<file path="src/rtl/serial_add_sub_pkg.sv">
// serial_add_sub_pkg: shared FSM state encoding and operation-mode constants
package serial_add_sub_pkg;

    typedef enum logic [1:0] {
        IDLE,
        RUN,
        DONE
    } state_e;

    localparam logic MODE_ADD = 1'b0;
    localparam logic MODE_SUB = 1'b1;

endpackage

</file>
<file path="src/rtl/serial_add_sub_if.sv">
// serial_add_sub_if: request/result bundle between a requester and the serial adder
interface serial_add_sub_if #(
    parameter int WIDTH = 8
);
    logic             start;
    logic             mode;
    logic [WIDTH-1:0] a;
    logic [WIDTH-1:0] b;
    logic             busy;
    logic             done;
    logic [WIDTH-1:0] sum;
    logic             cout;
    logic             ovf;
    logic             zero;

    modport master (output start, mode, a, b, input busy, done, sum, cout, ovf, zero);
    modport slave  (input start, mode, a, b, output busy, done, sum, cout, ovf, zero);
endinterface

</file>
<file path="src/rtl/serial_add_sub_add_digit.sv">
// add_digit: combinational DIGIT-bit adder with carry out and carry into its top bit
module add_digit #(
    parameter int DIGIT = 1
) (
    input  logic [DIGIT-1:0] x,
    input  logic [DIGIT-1:0] y,
    input  logic             cin,
    output logic [DIGIT-1:0] s,
    output logic             cout,
    output logic             cmsb
);
    assign {cout, s} = {1'b0, x} + {1'b0, y} + {{DIGIT{1'b0}}, cin};
    // The carry entering the top bit is recovered from that bit's sum and operands.
    assign cmsb = s[DIGIT-1] ^ x[DIGIT-1] ^ y[DIGIT-1];
endmodule

</file>
<file path="src/rtl/serial_add_sub.sv">
// serial_add_sub: digit-serial add/subtract with start/done handshake and status flags
module serial_add_sub
    import serial_add_sub_pkg::*;
#(
    parameter int WIDTH = 8,
    parameter int DIGIT = 1
) (
    input logic            clk,
    input logic            rst_n,
    serial_add_sub_if.slave bus
);
    localparam int STEPS = WIDTH / DIGIT;
    localparam int CW    = $clog2(STEPS + 1);

    if (WIDTH < 2 || WIDTH > 64 || DIGIT < 1 || WIDTH % DIGIT != 0) begin : g_bad_param
        $error("serial_add_sub: WIDTH must be 2..64 and a multiple of DIGIT");
    end

    state_e           state_q;
    logic [WIDTH-1:0] a_q, b_q, res_q, sum_q, res_d;
    logic [CW-1:0]    cnt_q;
    logic             carry_q, cmsb_q, busy_q, done_q, cout_q, ovf_q, zero_q;
    logic [DIGIT-1:0] s;
    logic             c_out, c_msb;

    add_digit #(.DIGIT(DIGIT)) u_add (
        .x    (a_q[DIGIT-1:0]),
        .y    (b_q[DIGIT-1:0]),
        .cin  (carry_q),
        .s    (s),
        .cout (c_out),
        .cmsb (c_msb)
    );

    // New digit enters at the MSB side so the result is LSB-aligned after STEPS shifts.
    assign res_d = (res_q >> DIGIT) | (WIDTH'(s) << (WIDTH - DIGIT));

    // FSM and datapath: accept in IDLE/DONE, one digit per RUN cycle, latch results entering DONE
    always_ff @(posedge clk or negedge rst_n) begin
        if (!rst_n) begin
            state_q <= IDLE;
            a_q     <= '0;
            b_q     <= '0;
            res_q   <= '0;
            cnt_q   <= '0;
            carry_q <= 1'b0;
            cmsb_q  <= 1'b0;
            busy_q  <= 1'b0;
            done_q  <= 1'b0;
            sum_q   <= '0;
            cout_q  <= 1'b0;
            ovf_q   <= 1'b0;
            zero_q  <= 1'b0;
        end else begin
            done_q <= 1'b0;
            case (state_q)
                IDLE, DONE: begin
                    if (bus.start) begin
                        a_q     <= bus.a;
                        b_q     <= (bus.mode == MODE_SUB) ? ~bus.b : bus.b;
                        carry_q <= (bus.mode == MODE_SUB);
                        cnt_q   <= '0;
                        busy_q  <= 1'b1;
                        state_q <= RUN;
                    end else begin
                        state_q <= IDLE;
                    end
                end
                RUN: begin
                    if (cnt_q == CW'(STEPS)) begin
                        state_q <= DONE;
                        busy_q  <= 1'b0;
                        done_q  <= 1'b1;
                        sum_q   <= res_q;
                        cout_q  <= carry_q;
                        ovf_q   <= cmsb_q ^ carry_q;
                        zero_q  <= (res_q == '0);
                    end else begin
                        a_q     <= a_q >> DIGIT;
                        b_q     <= b_q >> DIGIT;
                        res_q   <= res_d;
                        carry_q <= c_out;
                        cmsb_q  <= c_msb;
                        cnt_q   <= cnt_q + CW'(1);
                    end
                end
                default: state_q <= IDLE;
            endcase
        end
    end

    assign bus.busy = busy_q;
    assign bus.done = done_q;
    assign bus.sum  = sum_q;
    assign bus.cout = cout_q;
    assign bus.ovf  = ovf_q;
    assign bus.zero = zero_q;
endmodule
</file>
<file path="src/flat_wrapper.sv">
// flat-port wrapper written by rule: the top's interface ports become plain ports
module serial_add_sub_flat import serial_add_sub_pkg::*;
#(
    parameter int WIDTH = 8,
    parameter int DIGIT = 1
)
  (clk, rst_n, bus_start, bus_mode, bus_a, bus_b, bus_busy, bus_done, bus_sum, bus_cout, bus_ovf, bus_zero);
  serial_add_sub_if #(.WIDTH(WIDTH)) bus_i ();
  input logic clk;
  input logic rst_n;
  input wire logic [$bits(bus_i.start)-1:0] bus_start;
  input wire logic [$bits(bus_i.mode)-1:0] bus_mode;
  input wire logic [$bits(bus_i.a)-1:0] bus_a;
  input wire logic [$bits(bus_i.b)-1:0] bus_b;
  output wire logic [$bits(bus_i.busy)-1:0] bus_busy;
  output wire logic [$bits(bus_i.done)-1:0] bus_done;
  output wire logic [$bits(bus_i.sum)-1:0] bus_sum;
  output wire logic [$bits(bus_i.cout)-1:0] bus_cout;
  output wire logic [$bits(bus_i.ovf)-1:0] bus_ovf;
  output wire logic [$bits(bus_i.zero)-1:0] bus_zero;
  assign bus_i.start = bus_start;
  assign bus_i.mode = bus_mode;
  assign bus_i.a = bus_a;
  assign bus_i.b = bus_b;
  assign bus_busy = bus_i.busy;
  assign bus_done = bus_i.done;
  assign bus_sum = bus_i.sum;
  assign bus_cout = bus_i.cout;
  assign bus_ovf = bus_i.ovf;
  assign bus_zero = bus_i.zero;
  serial_add_sub #(.WIDTH(WIDTH), .DIGIT(DIGIT)) u_core (.clk(clk), .rst_n(rst_n), .bus(bus_i));
endmodule
</file>
<file path="config.mk">
export PLATFORM = sky130hd
export DESIGN_NAME = serial_add_sub_flat
export DESIGN_NICKNAME = d
export VERILOG_FILES = /design/src/rtl/serial_add_sub_pkg.sv /design/src/rtl/serial_add_sub_if.sv /design/src/rtl/serial_add_sub_add_digit.sv /design/src/rtl/serial_add_sub.sv /design/src/flat_wrapper.sv
export SDC_FILE = /design/constraint.sdc
export NUM_CORES = 1
export LEC_CHECK = 0
export CAP_MARGIN = 0
export CORE_ASPECT_RATIO = 1.5
export CORE_MARGIN = 2
export CORE_UTILIZATION = 55
export CTS_CLUSTER_SIZE = 24
export DETAILED_ROUTE_END_ITERATION = 7
export DONT_BUFFER_PORTS = 1
export PLACE_DENSITY = 0.76
export SLEW_MARGIN = 10
export SYNTH_ARGS = -nofsm -noshare
export SYNTH_HDL_FRONTEND = slang
export SYNTH_SLANG_ARGS = --single-unit
</file>
<file path="constraint.sdc">
create_clock -name clk -period 3.2 [get_ports clk]
set_input_delay 0.64 -clock clk [delete_from_list [all_inputs] [get_ports clk]]
set_output_delay 0.64 -clock clk [all_outputs]
set_load 0.03 [all_outputs]
</file>
## After elaboration in Yosys (flattened, before gate mapping)

Cells that the tools add are included.

- Flip-flop bits (word level): 45
- Memory bits (writable): 0
- Bits in latches: 0
- Bits of input ports: 20
- Memories: 0
- Output and inout bits: 13
- Bits in read-only memories: 0

- Reductions and logical operators: 8
- Shift operators: 0
- Bitwise gates (word level): 6
- Eq/ne operators: 6
- Add/subtract/negate cells: 3
- Divide/modulo/power cells: 0
- Order comparisons: 0
- Muxes and demuxes: 21
- Multipliers: 0

Operator list:

| kind | number |
|---|---|
| $mux W8 | 5 |
| $pmux W8 S2 | 2 |
| $logic_not A8 Y1 | 1 |
| $mux W4 | 2 |
| $not A8 Y8 | 1 |
| $or A7 B8 Y8 | 1 |
| $pmux W4 S2 | 1 |
| $mux W1 | 7 |
| $reduce_and A3 Y1 | 2 |
| $add A4 B1 Y4 const B | 1 |
| $eq A4 B4 Y1 const B | 1 |
| $ne A2 B2 Y1 const B | 2 |
| $pmux W1 S2 | 2 |
| $pmux W2 S2 | 1 |
| $reduce_and A2 Y1 | 2 |
| $xor A1 B1 Y1 | 3 |
| $add A1 B1 Y2 | 1 |
| $add A2 B1 Y2 | 1 |
| $eq A2 B1 Y1 const B | 1 |
| $eq A2 B2 Y1 const B | 1 |
| $logic_not A2 Y1 | 1 |
| $mux W2 | 1 |
| $ne A2 B1 Y1 const B | 1 |
| $reduce_bool A2 Y1 | 1 |
| 2 further kinds | 2 |

## Longest topological paths before layout

Gate-level depths: netlist of the first run.

- Depth after elaboration: 4
- Mapped depth: 7
- Mapped depth without buffers: 5

## Hierarchy

From an unflattened synthesis of the first run, not the netlist that was laid out.

- Cell total of the unflattened synthesis: 150
- Area, all modules: 2110.8 sq um

By module, submodules not included:

| module | times used | area each (sq um) | cells each | sequential area each (sq um) |
|---|---|---|---|---|
| serial_add_sub | 1 | 2067.0 | 148 | 1126.1 |
| add_digit | 1 | 43.8 | 2 | 0.0 |

## Worst setup path after synthesis of the first run

No wires, ideal clock.

- Path kind: register -> register
- From: register u_core.cnt_q[0]
- To: register u_core.a_q[0]
- Path slack: 1.450 ns
- Cell stages (with the launch flop): 8
- Clock period less this slack: 1.750 ns
- Data required time: 3.075 ns
- Setup time: 0.125 ns
- Data arrival time: 1.625 ns
- Path through: dfrtp_1 inv_1 ha_1 and3b_1 buf_6 o21ai_4 buf_12 mux2_4

- Word-level cells in the longest chain between the ends: 3

RTL lines:

| what | line | RTL |
|---|---|---|
| from (decl) | serial_add_sub.sv:21 | `logic [CW-1:0] cnt_q;` |
| from (signal assigned) | serial_add_sub.sv:84 | `cnt_q <= cnt_q + CW'(1);` |
| $eq A4 B4 Y1 | serial_add_sub.sv:70 | `if (cnt_q == CW'(STEPS)) begin` |
| $ne A2 B2 Y1 (no source line) | - |  |
| $reduce_and A3 Y1 (no source line) | - |  |
| to (signal assigned) | serial_add_sub.sv:59 | `a_q <= bus.a;` |
| to (signal assigned) | serial_add_sub.sv:79 | `a_q <= a_q >> DIGIT;` |
| to (decl) | serial_add_sub.sv:20 | `logic [WIDTH-1:0] a_q, b_q, res_q, sum_q, res_d;` |

No other way between the ends.
A chain may end at the register's enable or synchronous reset.

## Worst setup path after layout of the first run

- From: register u_core.state_q[1]
- To: register u_core.sum_q[1] (netlist: u_core.bus.sum[1])

- Word-level cells in the longest chain between the ends: 2

RTL lines:

| what | line | RTL |
|---|---|---|
| from (decl) | serial_add_sub.sv:19 | `state_e state_q;` |
| from (signal assigned) | serial_add_sub.sv:41 | `state_q <= IDLE;` |
| from (signal assigned) | serial_add_sub.sv:64 | `state_q <= RUN;` |
| from (signal assigned) | serial_add_sub.sv:66 | `state_q <= IDLE;` |
| $eq A2 B1 Y1 | serial_add_sub.sv:56 | `case (state_q)` |
| $reduce_and A2 Y1 (no source line) | - |  |
| to (signal assigned) | serial_add_sub.sv:74 | `sum_q <= res_q;` |
| to (decl) | serial_add_sub.sv:20 |  |

No other way between the ends.

==> metrics.yaml, run 1 <==
outcome:
  status: "complete, no violations"
placement:
  hpwl_um: 2330
  io_buffers: 0
  dpl_cell_area_sq_um: 2100
  gp_congestion: 0.672
  place_ws_ps: 974
floorplanning:
  chipHeight_um: 79.7
  num_io_pins: 33
  start_util: 0.570
  rows: 27
  die_w_um: 54.4
  dieArea_sq_um: 4340
  coreArea_sq_um: 3680
run:
  maxCapViolCount: 0
setup_path:
  r2r_setup_slack_ps: 980
  arrival_ps: 2400
  critPathMaxFanout: 16
  r2r-start: "u_core.state_q[1]"
  critical_path_required_ps: 3380
  reg2reg_to: "u_core.bus.sum[1]"
  cp-end-kind: "flip-flop"
  startpoint_type: "flip-flop"
  worst-setup-path-type: "flip-flop to flip-flop"
  r2r_cells: 3
sta:
  fin_crit_sh: 0.695
  fmax_ghz: 0.450
  setup_viol: 0
  worstMarginPinSlew_ps: 841
  finalSetupTns_ps: 0
  fin_ws_ps: 977
  report.final.slew_viol_count: 0
  clock_skew_ps: 8.20
  finalHoldViolCount: 0
  timing.final.crit_period_ps: 2220
  relSlewSlack: 0.438
  rsz0062_at_grt: "no"
logic_synthesis:
  synth_top_area_frac: 0.536
  synth_area_sq_um: 2100
  ys_seq_area_frac: 0.536
  synthesis.nets: 177
  ys_seq_elements: 45
  yosysTopAreaCell: "dfrtp_1"
  synth.avg_cell_area_sq_um: 13.6
  yosysWarnings: 0
  synthCells: 154
  synth_cell_types: 29
  netlist_top_cells_area: "dfrtp_1 54%, mux2_2 20%, xnor2_1 2.9%"
route:
  via_count: 1158
  vias_per_cell: 5.85
  firstDrtPassIters: 4
  drt-wirelength-per-cell_um: 17.1
  drt_iter0_markers: 14
  routed_wl_um: 3380
  antenna_left: 0
  drc: 0
global_routing:
  first_global_vias: 1136
  grt_overflow: 0
  grtUsageTotal: 0.172
  grt_max_degree: 46
  antenna_found_initial: 0
  grt_pass1_wl_um: 5510
clocking:
  cts_setup_buffers: 0
  clk_pin_slew_ps: 90
  hold_buffers: 0
  cts_tree: "done"
  root_buffer: "clkbuf_8"
  cts_buffers: 5
  cts.sinks: 45
  cts_max_level: 2
  clk_latency_ps: 290
  ctsResizeCount: 0
  clockBufferDepth: 2
power_and_ir_drop:
  leakagePower_nw: 1.00
  powerDensity_nw_per_um2: 1190
  ir_worst_vdd_mv: 0.751
final_layout:
  post-route-cell-area_sq_um: 2230
  mostFrequentLayoutCells: "45 x dfrtp_1, 38 x mux2_2, 7 x inv_1, 7 x xnor2_1, 6 x mux2i_1"
  nNetsFinal: 177
  syn_to_final_growth_pct: 6.44
  n_antenna_cell: 0
  layout-drive-gt1-share: 0.342
  layout_commonest_cell: "dfrtp_1"
hold_path:
  hold_class: "primary input to asynchronous set/reset pin"
[registers in the layout, indices dropped and copies added (netlist names)]
register / count
u_core.cnt_q: 4
u_core.state_q: 2
u_core.bus.done: 1
u_core.b_q: 8
u_core.cmsb_q: 1
u_core.bus.busy: 1
u_core.bus.sum: 8
u_core.a_q: 8
u_core.carry_q: 1
u_core.bus.cout: 1
u_core.res_q: 8
u_core.bus.ovf: 1
u_core.bus.zero: 1
[logic make-up (layout without fill, tap and decap cells)]
| family | count (synthesis) | after routing | share of synthesized area |
|---|---|---|---|
| xor gates and xnor gates | 12 | 12 | 0.0501 |
| AOI/OAI and AO/OA | 11 | 11 | 0.0370 |
| buffers and inverters | 15 | 16 | 0.0429 |
| muxes | 48 | 48 | 0.261 |
| and+or+nand+nor | 20 | 20 | 0.0513 |
| adders and majority gates | 3 | 3 | 0.0215 |
| DFF | 45 | 45 | 0.536 |
[worst max-delay path by stage]
stage | cells after the start | from | slack [ps] | endpoint
after global routing | 3 | u_core.state_q[1] | 800 | u_core.bus.sum[1]
after global placement | 3 | u_core.state_q[1] | 1060 | u_core.bus.cout
after CTS | 3 | u_core.state_q[1] | 950 | u_core.bus.sum[1]
final | 3 | u_core.state_q[1] | 980 | u_core.bus.sum[1]
after detailed placement | 3 | u_core.state_q[1] | 970 | u_core.bus.sum[1]
after floorplan | 7 | u_core.cnt_q[0] | 1450 | u_core.a_q[0]
[final cells by class]
cell class | instances | area [sq um]
Clock buffer | 5 | 68.8
Clock inverter | 3 | 68.8
Fill cell | 291 | 1450
Inverter | 7 | 26.3
Multi-Input combinational cell | 94 | 883
Sequential cell | 45 | 1130
Tap cell | 43 | 53.8
Timing Repair Buffer | 1 | 7.51
[critical path, stage by stage (launching register included)]
cell,delay (ps)
dfrtp_1,390
nand2b_1,480
nor2_1,810
mux2_2,420
[power by group]
group | switching, mW | total, mW | internal (mW) | leakage (nW)
combinational | 0.403 | 0.978 | 0.575 | 0.385
clock | 0.195 | 0.509 | 0.314 | 0.0687
sequential | 0.330 | 1.17 | 0.843 | 0.547
total | 0.928 | 2.66 | 1.73 | 1.00
[cells in the mapped netlist]
cell type / count
nand4_1: 2
nand3_1: 3
buf_12: 1
o311ai_0: 1
a21oi_1: 2
mux2_4: 4
dfrtp_1: 45
buf_2: 5
ha_1: 2
o2bb2ai_1: 1
nor4_1: 2
and3b_1: 1
nand3b_1: 1
mux2i_1: 6
buf_4: 1
fa_1: 1
nand2b_1: 2
inv_1: 7
mux2_2: 38
nor2b_1: 1
o22ai_1: 3
nor2_2: 1
buf_6: 1
xor2_1: 5
o21ai_0: 3
o21ai_4: 1
xnor2_1: 7
nand2_1: 5
nor2_1: 2
[metal layers]
metal  GRT usage  wire length [um]  vias up
met4      0.0300                14        0
met5           0                 0        -
met3      0.0674               191        3
met2       0.275              1790       30
li1            -                 -      535
met1       0.221              1390      590
[stage by stage]
stage | hold slack (ps) | power (mW) | utilization | std cells
4_1_cts | 16.5 | 2.69 | 0.607 | 198
2_1_floorplan | 344 | 2.03 | - | 154
5_1_grt | 5.18 | 2.82 | 0.607 | 198
3_3_place_gp | 346 | 2.11 | 0.569 | 190
6_report | 27.0 | 2.66 | 0.607 | 198
3_5_place_dp | 346 | 2.17 | 0.569 | 190
(Power assumes the default switching activity.)
==> run 2, diff against run 1 <==
clock period = 2.14 ns   (was 3.2 ns; I/O delays follow)
==> run 2 against run 1 <==
Net effect:
- worst setup slack worse by 690 ps
- wire length is 4.7% higher
- clock power is 29% higher
- combinational power is 57% higher
- highest routed layer unchanged
- die area stayed put
- via count is 0.52% lower
- total power is 49% higher
- non-clock buffer count is 6 higher
- hold slack better by 260 ps
- final cell count is 3.0% higher
- clock skew is 2.0 ps lower
- core utilization is 1.3 points higher
==> metrics.yaml, run 2 (synthesis gave the netlist of run 1 again) <==
setup_path:
  critPathMaxFanout: 19
  r2r_cells: 6
  startpoint_type: "flip-flop"
  critPathTopFamily: "flip-flops"
  crit_cells: 6
  crit_slowest_cell: "dfrtp_1"
  critical_path_required_ps: 2330
  worst-setup-path-type: "flip-flop to flip-flop"
  crit_chain: "inv_1 -> ha_1 -> and3b_1 -> o21ai_4 -> buf_4 -> mux2_2"
  arrival_ps: 2040
  cp-end-kind: "flip-flop"
  max_stage_delay_ps: 390
  worstPathBufferInverterCount: 2
floorplanning:
  num_io_pins: 33
  rows: 27
  start_util: 0.570
  coreArea_sq_um: 3680
  chipHeight_um: 79.7
  die_w_um: 54.4
  dieArea_sq_um: 4340
clocking:
  cts_setup_buffers: 0
  cts_buffers: 5
  clk_pin_slew_ps: 70
  cts.sinks: 45
  cts_tree: "done"
  clockBufferDepth: 2
  clk_latency_ps: 300
  cts_max_level: 2
  root_buffer: "clkbuf_8"
global_routing:
  grt_max_degree: 46
  grt_overflow: 0
  first_global_vias: 1304
  grt_pass1_wl_um: 6060
  grtUsageTotal: 0.199
  antenna_found_initial: 0
sta:
  timing.hold.ws_ps: 286
  fmax_ghz: 0.541
  clock_skew_ps: 6.18
  finalSetupTns_ps: 0
  rsz0062_at_grt: "no"
  report.final.slew_viol_count: 0
  worstMarginPinSlew_ps: 444
  relSlewSlack: 0.704
  fin_crit_sh: 0.864
  setup_viol: 0
  timing.final.crit_period_ps: 1850
  fin_ws_ps: 291
  finalHoldViolCount: 0
placement:
  gp_congestion: 0.726
  dpl_cell_area_sq_um: 2130
  hpwl_um: 2490
  place_ws_ps: 300
  dp.cells: 194
  io_buffers: 0
final_layout:
  nFillCells: 290
  syn_to_final_growth_pct: 8.64
  layout_commonest_cell: "dfrtp_1"
  fin_cells: 204
  n_antenna_cell: 0
  post-route-cell-area_sq_um: 2280
  nNetsFinal: 183
  final_core_util: 0.619
  layout-drive-gt1-share: 0.354
  mostFrequentLayoutCells: "45 x dfrtp_1, 38 x mux2_2, 7 x inv_1, 7 x xnor2_1"
power_and_ir_drop:
  leakagePower_nw: 1.03
  ir_worst_vdd_mv: 1.05
  finalPower_mw: 3.95
  powerDensity_nw_per_um2: 1730
route:
  antenna_left: 0
  via_count: 1152
  drc: 0
  vias_per_cell: 5.65
  routed_wl_um: 3540
  drt_iter0_markers: 12
  drt-wirelength-per-cell_um: 17.4
  firstDrtPassIters: 4
run:
  maxCapViolCount: 0
hold_path:
  hold_class: "primary input to flip-flop"
  worstHoldPathCells: 2
outcome:
  status: "complete, no violations"
==> run 2: cell count changes in the layout (fill, tap and decap cells not counted) <==
cell	change
dlygate4sd3_1	+1
buf_16	+1
clkbuf_8	+1
inv_6	-1
buf_4	+4
clkbuf_1	+1
bufinv_16	-1
==> run 2: cell type report <==
class / instances / area [sq um] / share of cell area
Tap cell: 43 / 53.8 / 0.0236
Multi-Input combinational cell: 94 / 883 / 0.387
Clock inverter: 1 / 30.0 / 0.0132
Inverter: 7 / 26.3 / 0.0115
Timing Repair Buffer: 7 / 75.1 / 0.0329
Sequential cell: 45 / 1130 / 0.494
Clock buffer: 7 / 86.3 / 0.0378
==> run 2: final timing paths <==
kind / slack [ps] / from / endpoint
setup reg to reg: 290 / u_core.cnt_q[0] / u_core.b_q[4]
hold / removal: 290 / bus_a[7] / u_core.a_q[7]
min in group asynchronous: 610 / rst_n / u_core.bus.sum[1]
max in group asynchronous: 1320 / rst_n / u_core.bus.busy
setup / recovery: 290 / u_core.cnt_q[0] / u_core.b_q[4]
hold reg to reg: 510 / u_core.b_q[5] / u_core.b_q[5]
==> run 2: metal layers <==
metal | GRT usage | part of all wire | up-vias
met4 | 0.0850 | 0.021 | 0
met2 | 0.328 | 0.54 | 30
met1 | 0.230 | 0.38 | 571
met5 | 0 | 0 | -
met3 | 0.0618 | 0.053 | 7
li1 | - | - | 544
==> run 2: what timing repair did <==
action,4_1_cts,5_1_grt
resized for setup,0,0
hold buffers,2,0
hold endpoints to repair,45,0
==> run 2: report_power, final <==
part | switching [mW] | total, mW | internal, mW
logic | 0.631 | 1.54 | 0.905
clock network | 0.279 | 0.659 | 0.381
registers | 0.500 | 1.76 | 1.26
